[src/rtl/sog_aead_core.sv]
// Iterative 128-bit keyed-permutation AEAD core (encrypt / decrypt+verify).
// Optional SOG_DOUBLE_ROUND_EN: two chained rounds per cycle, same results.
module sog_aead_core #(
  parameter int NROUNDS = 12,
  parameter int TAG_W   = 1
) (
  input  logic               clk,
  input  logic               rst,
  input  logic               en,
  input  logic               eoc,
  input  logic [447:0]       K,
  input  logic [127:0]       S,
  input  logic [127:0]       NONCE,
  input  logic [127:0]       A,
  input  logic [127:0]       P,
  input  logic [TAG_W-1:0]   TAGIN,
  output logic [127:0]       C,
  output logic [TAG_W-1:0]   TAG,
  output logic               done,
  output logic               FAILURE
);

  localparam int RW = $clog2(3*NROUNDS + 1);
`ifdef SOG_DOUBLE_ROUND_EN
  localparam int STEP = 2;
`else
  localparam int STEP = 1;
`endif

  typedef enum logic [2:0] {IDLE, INIT, ABS_A, ABS_C, DONE} state_t;

  state_t             state, next_state;
  logic [127:0]       x, z;
  logic [RW-1:0]      r, r_nxt, phase_end;
  logic               last;
  logic [447:0]       k_reg;
  logic [127:0]       a_reg, p_reg, ct;
  logic [TAG_W-1:0]   tagin_reg;
  logic               eoc_reg;

  function automatic logic [127:0] round_fn(input logic [127:0] xi,
                                            input logic [RW-1:0]  rc,
                                            input logic [447:0]   k);
    logic [31:0] x0, x1, x2, x3;
    logic [8:0]  base;
    {x3, x2, x1, x0} = xi;
    x0 = x0 + x1;
    x3 = x3 ^ x0;
    x3 = {x3[15:0], x3[31:16]};
    x2 = x2 + x3;
    x1 = x1 ^ x2;
    x1 = {x1[19:0], x1[31:20]};
    base = 9'((32'(rc) % 32'd14) * 32'd32);
    x0 = x0 ^ k[base +: 32];
    x2 = x2 ^ 32'(rc);
    return {x3, x2, x1, x0};
  endfunction

`ifdef SOG_DOUBLE_ROUND_EN
  assign z = round_fn(round_fn(x, r, k_reg), r + RW'(1), k_reg);
`else
  assign z = round_fn(x, r, k_reg);
`endif

  assign r_nxt = r + RW'(STEP);
  // Absorbed value is Z ^ ciphertext, which is the plaintext in either mode.
  assign ct = eoc_reg ? p_reg : (p_reg ^ z);

  always_ff @(posedge clk or negedge rst) begin
    if (!rst) state <= IDLE;
    else      state <= next_state;
  end

  always_comb begin
    next_state = state;
    phase_end  = '0;
    last       = 1'b0;
    case (state)
      INIT:  phase_end = RW'(NROUNDS);
      ABS_A: phase_end = RW'(2*NROUNDS);
      ABS_C: phase_end = RW'(3*NROUNDS);
      default: phase_end = '0;
    endcase
    if (state == INIT || state == ABS_A || state == ABS_C)
      last = (r_nxt == phase_end);
    case (state)
      IDLE:  if (en)   next_state = INIT;
      INIT:  if (last) next_state = ABS_A;
      ABS_A: if (last) next_state = ABS_C;
      ABS_C: if (last) next_state = DONE;
      DONE:  if (!en)  next_state = IDLE;
      default: next_state = IDLE;
    endcase
  end

  always_ff @(posedge clk or negedge rst) begin
    if (!rst) begin
      x         <= '0;
      r         <= '0;
      C         <= '0;
      TAG       <= '0;
      done      <= 1'b0;
      FAILURE   <= 1'b0;
      k_reg     <= '0;
      a_reg     <= '0;
      p_reg     <= '0;
      tagin_reg <= '0;
      eoc_reg   <= 1'b0;
    end else begin
      case (state)
        IDLE: if (en) begin
          k_reg     <= K;
          a_reg     <= A;
          p_reg     <= P;
          tagin_reg <= TAGIN;
          eoc_reg   <= eoc;
          x         <= S ^ NONCE;
          r         <= '0;
        end
        INIT: begin
          r <= r_nxt;
          x <= last ? (z ^ a_reg) : z;
        end
        ABS_A: begin
          r <= r_nxt;
          if (last) begin
            C <= p_reg ^ z;
            x <= z ^ ct;
          end else begin
            x <= z;
          end
        end
        ABS_C: begin
          r <= r_nxt;
          x <= z;
          if (last) begin
            TAG     <= z[TAG_W-1:0];
            FAILURE <= eoc_reg && (z[TAG_W-1:0] != tagin_reg);
            done    <= 1'b1;
          end
        end
        DONE: if (!en) done <= 1'b0;
        default: ;
      endcase
    end
  end

endmodule

[config.mk]
export PLATFORM = sky130hd
export DESIGN_NAME = sog_aead_core
export DESIGN_NICKNAME = d
export VERILOG_FILES = /design/src/rtl/sog_aead_core.sv
export SDC_FILE = /design/constraint.sdc
export NUM_CORES = 2
export LEC_CHECK = 0
export BUFFER_PORTS_ARGS = -buffer_cell sky130_fd_sc_hd__clkbuf_2
export CAP_MARGIN = 10
export CORE_AREA = 5 5 420 422
export DETAILED_ROUTE_END_ITERATION = 16
export DIE_AREA = 0 0 425 427
export SLEW_MARGIN = 20
export SYNTH_ARGS = -nofsm -noshare
export SYNTH_HDL_FRONTEND = slang
export SYNTH_SLANG_ARGS = --single-unit
[constraint.sdc]
create_clock -name clk -period 6.3 [get_ports clk]
set_input_delay 0.315 -clock clk [delete_from_list [all_inputs] [get_ports clk]]
set_output_delay 0.315 -clock clk [all_outputs]
set_load 0.05 [all_outputs]
Yosys cells after proc, flatten, opt, wreduce, memory -nomap -nowiden --
Index checks and enable logic that the tools add are counted.
Cells by class: add/sub/neg operators 3, $mul 0, div/mod/pow operators 1, magnitude comparators 0, equality and inequality tests 11, shifts and indexed selects 1, muxes and demuxes 18, bitwise logic cells 8, reductions and logical operators 15
Operator list (number):
- two-way mux 128 bit | 4
- case mux 128 bit (4 select lines) | 1
- bitwise XOR 128 bit | 4
- indexed part select 448 x 10 -> 32 bit | 1
- bitwise XOR 32 bit | 3
- adder 32 bit | 2
- remainder unit 6 x 4 -> 32 bit (second input constant) | 1
- bitwise XOR 32 x 6 -> 32 bit | 1
- case mux 6 bit (3 select lines) | 1
- two-way mux 3 bit | 5
- case mux 3 bit (5 select lines) | 1
- case mux 6 bit (2 select lines) | 1
- != test 2 bit (second input constant) | 5
- AND reduction 2 bit | 5
- adder 6 x 1 -> 6 bit (second input constant) | 1
- equality test 3 x 2 -> 1 bit (second input constant) | 2
- equality test 6 bit | 1
- two-way mux 6 bit | 1
- AND reduction 5 bit | 1
- nonzero test 2 bit | 2
- nonzero test 4 bit | 1
- equality test 3 x 1 -> 1 bit (second input constant) | 1
- equality test 3 bit (second input constant) | 1
- zero test 3 bit | 1
- other kinds (7) | 10
Word-level totals: register bits after elaboration 974, latch bits 0, memory bits (writable) 0, bits in read-only memories 0, bits of input ports 965, logic and storage cells 69, memories kept 0

Longest topological paths before layout --
depth after elaboration 9, gate-level depth with buffers 24, depth with buffers taken out 23

Worst setup path before layout --
No wires, ideal clock.
path kind register -> register, from reg x[32], to reg x[43], library setup time 0.122 ns, data arrival time 5.843 ns, required time 6.178 ns, setup slack 0.335 ns, cell stages (with the launch flop) 24, buffers on the path 0, period minus slack after synthesis 5.965 ns, cells stage by stage dfrtp_1 > ha_1 > fa_1 > a211oi_1 > o21ai_1 > o2111a_1 > o22ai_2 > o31a_1 > nor2_1 > o311ai_2 > xor2_1 > inv_1 > ha_1 > and4_1 > a21oi_1 > o21ai_1 > a31oi_1 > a2111oi_2 > nor2_1 > o21ai_1 > xor2_1 > xor3_1 > a21oi_1 > o2bb2ai_1
On the way: cells in the longest elaborated chain, start to end 9, elaborated cells on any way between the ends 11, classes of those cells 2 x add/sub; 4 x mux; 5 x bitwise
RTL lines:
- start, declared | line 33 | logic [127:0] x, z;
- start signal, assigned | line 117 | x <= S ^ NONCE;
- start signal, assigned | line 122 | x <= last ? (z ^ a_reg) : z;
- start signal, assigned | line 128 | x <= z ^ ct;
- adder 32 bit * | line 47 | x0 = x0 + x1;
- bitwise XOR 32 bit * | line 48 | x3 = x3 ^ x0;
- adder 32 bit * | line 50 | x2 = x2 + x3;
- bitwise XOR 32 bit * | line 51 | x1 = x1 ^ x2;
- bitwise XOR 128 bit | line 67 | assign ct = eoc_reg ? p_reg : (p_reg ^ z);
- two-way mux 128 bit | line 67
- bitwise XOR 128 bit | line 128
- two-way mux 128 bit | line 126 | if (last) begin
- case mux 128 bit (4 select lines) * | line 110 | case (state)
Every way passes the cells marked *; elsewhere a longest branch is shown, timed or not. A chain may end at the register's enable or synchronous reset.

Worst setup path in the final report --
from reg x[41], to reg x[89]
On the way: cells in the longest elaborated chain, start to end 9, elaborated cells on any way between the ends 11, classes of those cells 2 x add/sub; 4 x mux; 5 x bitwise
RTL lines:
- adder 32 bit * | line 47
- bitwise XOR 32 bit * | line 48
- adder 32 bit * | line 50
- bitwise XOR 32 x 6 -> 32 bit * | line 55 | x2 = x2 ^ 32'(rc);
- bitwise XOR 128 bit | line 67
- two-way mux 128 bit | line 67
- bitwise XOR 128 bit | line 128
- two-way mux 128 bit | line 126
- case mux 128 bit (4 select lines) * | line 110
Marked as above.

==> qor.txt <==
Peak Freq - 168 MHz
Post-synth top cells - nand2_1 (2754), dfrtp_1 (974), clkbuf_1 (366)
Register area - 0.0244 mm2
Layout cells sized above 1 - 20.0%
Slowest CP cell - or4_1
Share of the synthesized area in the top cell type - 44.9%
Worst Path Max Fanout - 5
Final GP Congestion - 0.975
Area grow syn2layout - 39.6%
Post-Route WL - 287000 um
Hold Path Sink - x[125]
Clock latency on the worst-skew pair - 790 ps
Post-synthesis sequential element count - 974
R2R depth - 25
Worst slew pin tran - 1160 ps
Die width - 425 um
Grt ovf - 0
Routed vias/inst - 5.24
Async set-or-reset flop fraction in the synthesized netlist - 100%
Yosys warning count - 0
CP endpoint kind - flop
Pin count of the biggest net entering global routing - 194
DP Worst Slack - 50.3 ps
Post-DP HPWL - 212000 um
Root Driver - clkbuf_16
Core area - 0.173 mm2
Worst r2r src - x[41]
Die Y - 427 um
First-pass GRT wire length - 405000 um
Vias - 57500
CP bufs+invs - 4
Drt wl/cell - 26.2 um
Tightest Hold Check Type - in2reg
Die area - 0.181 mm2
Final hold violations - 0
Cell count of the worst hold path - 4
Area of the multi-input gates - 0.0284 mm2
Drt drc - 0
Initial drt markers - 5121
Syn_nets - 7702
Max Cap Viol - 0
Routed Antenna Nets - 0
Sequential fraction of the synthesis area - 44.9%
Most common cell in the netlist - nand2_1
Final setup vio count - 0
Synth cell types - 93
Slew headroom - 22.1%
Vias in the first global route - 58000
R2R setup slack - 350 ps
I/O Buffers - 1095
Post-layout worst setup margin - 351 ps
Cts bufs inserted - 115
Main synth FF type - dfrtp_1
Largest cells by area after synthesis - dfrtp_1 (45%), nand2_1 (19%), xnor2_1 (5.2%)
Worst Min Path Start - NONCE[125]
CP dominant cell by count - buf_4
Post-synth EDFFs - 0
Initial Utilization - 31.5%
Clock transition at the registers of the reported paths - 70 ps
Final Net Count - 9550
Setup CP Type - reg2reg
Crit start category - flop
Period utilization - 94.4%
Synth Area per Inst - 8.15 um2
Gr usage total - 30.5%
Final min period - 5950 ps
RR Endpoint - x[89]
Gate Count Post-Synth - 6667
CTS tree - done
Req. time, crit path - 6960 ps
Max incr delay on CP - 510 ps
First-pass DRT Iterations - 6
WHS - 58.3 ps
Max reg flops - 448
Post-synth top area cell - dfrtp_1
Fin Clk Skew - 42.5 ps
Clk sink count - 974
Outcome - completed
Synthesized cell area - 0.0543 mm2
Fill cell count - 16800
Slew Viols, Final - 0
Cell Rows - 153
H-tree depth - 3
Initial antenna violation count - 49
Largest delay share family, worst path - compound AO/OA/AOI/OAI gates
I/O Pins - 1096
Worst EP arrival - 6610 ps
CTS max path bufs - 3
-- worst register-to-register path, stage by stage (launching register included) --
cell       delay [ps]
dfrtp_1           490
ha_1              430
o211ai_1          120
nor2_1            160
o2111a_1          270
o22ai_4           100
o31a_1            340
buf_4             150
or4_1             510
nand3_1           170
xnor2_2           160
inv_1              90
ha_1              360
buf_4             150
nand2_1            60
and2_1            170
a21oi_1           160
nand2_1           110
a2111oi_2         370
buf_4             220
or3_1             180
a31oi_1           150
xnor2_1           340
xnor2_1           120
a221oi_1          300
a31oi_1           120
-- worst max-delay path by stage --
| stage | end | startpoint | depth (start not counted) | slack, ps |
|---|---|---|---|---|
| 4_1_cts | x[92] | x[0] | 25 | 20 |
| 5_1_grt | x[95] | x[37] | 27 | -6 |
| 3_3_place_gp | x[62] | x[0] | 23 | 50 |
| 6_report | x[89] | x[41] | 25 | 350 |
| 2_1_floorplan | x[43] | x[32] | 23 | 330 |
| 3_5_place_dp | x[62] | x[0] | 23 | 50 |
-- metal layers --
layer / global-route usage, % / vias to the layer above / routed length (um)
met5: 0 / - / 28
li1: - / 26000 / -
met4: 20.5 / 6 / 23000
met1: 34.4 / 27900 / 104000
met2: 53.2 / 2762 / 142000
met3: 4.79 / 759 / 18200
-- area by class of cell --
type                    instances  share of cell area [%]
clock inverters                50                   0.909
multi-input cells            5210                    37.4
flip-flops and latches        974                    32.1
clock buffers                 159                    4.46
well taps                    2325                    3.83
inverters                      39                   0.196
diodes                         41                   0.135
repair buffers               2175                    20.9
-- cells by family (layout without fill, tap and decap cells) --
| kind of cell | after synthesis | count (layout) | share of synthesized area [%] |
|---|---|---|---|
| AOI/OAI and AO/OA | 1245 | 1245 | 15.0 |
| xor gates and xnor gates | 518 | 518 | 8.76 |
| adders and majority gates | 70 | 70 | 1.64 |
| buffers and inverters | 483 | 2423 | 3.54 |
| DFF | 974 | 974 | 44.9 |
| muxes | 155 | 155 | 2.96 |
| other | 0 | 41 | 0 |
| and+or+nand+nor | 3222 | 3222 | 23.2 |
-- stage by stage --
stage	TNS [ps]	utilization (%)	cells	area [um2]
after floorplan	0	-	6667	54300
after global placement	0	36.9	9951	63800
after detailed placement	0	36.9	9951	63800
after CTS	0	43.8	10900	75600
after global routing	-8.60	43.9	11000	75800
final	0	43.9	11000	75900
-- placed cells by master, fill, tap and decap left out, types with 15 or more instances in the layout --
cell	netlist	final
a221oi_1	30	30
o211ai_1	24	24
clkbuf_16	0	118
o21ai_0	357	356
a222oi_1	15	15
clkbuf_8	0	28
xnor2_1	325	315
nor3_1	16	16
a21o_1	42	42
buf_4	10	285
o2111ai_1	32	32
a22o_1	29	29
o22ai_1	48	48
inv_1	37	37
diode_2	0	41
o21a_1	19	19
nand3_1	168	168
dlygate4sd3_1	0	769
xnor2_2	15	24
clkbuf_2	0	1094
buf_12	0	25
nor2_1	186	171
o21ai_1	45	44
o221ai_1	46	46
a311oi_1	25	25
a21oi_1	270	269
dfrtp_1	974	970
nand2_1	2754	2751
mux2i_1	145	145
xor2_1	170	165
a22oi_1	36	36
a31oi_1	32	31
ha_1	68	68
a211oi_1	33	31
a32oi_1	40	40
-- what timing repair did --
item                                    CTS  global route
buffers inserted                          0             2
resized for setup                         1            22
hold buffers                            769             0
endpoints found under the hold margin   822             0
pin swaps                                 0             5
endpoints found under the setup margin    1            47
Power is not shown: default switching activity piles up to over one toggle a cycle in this logic, so the estimate is an artifact.
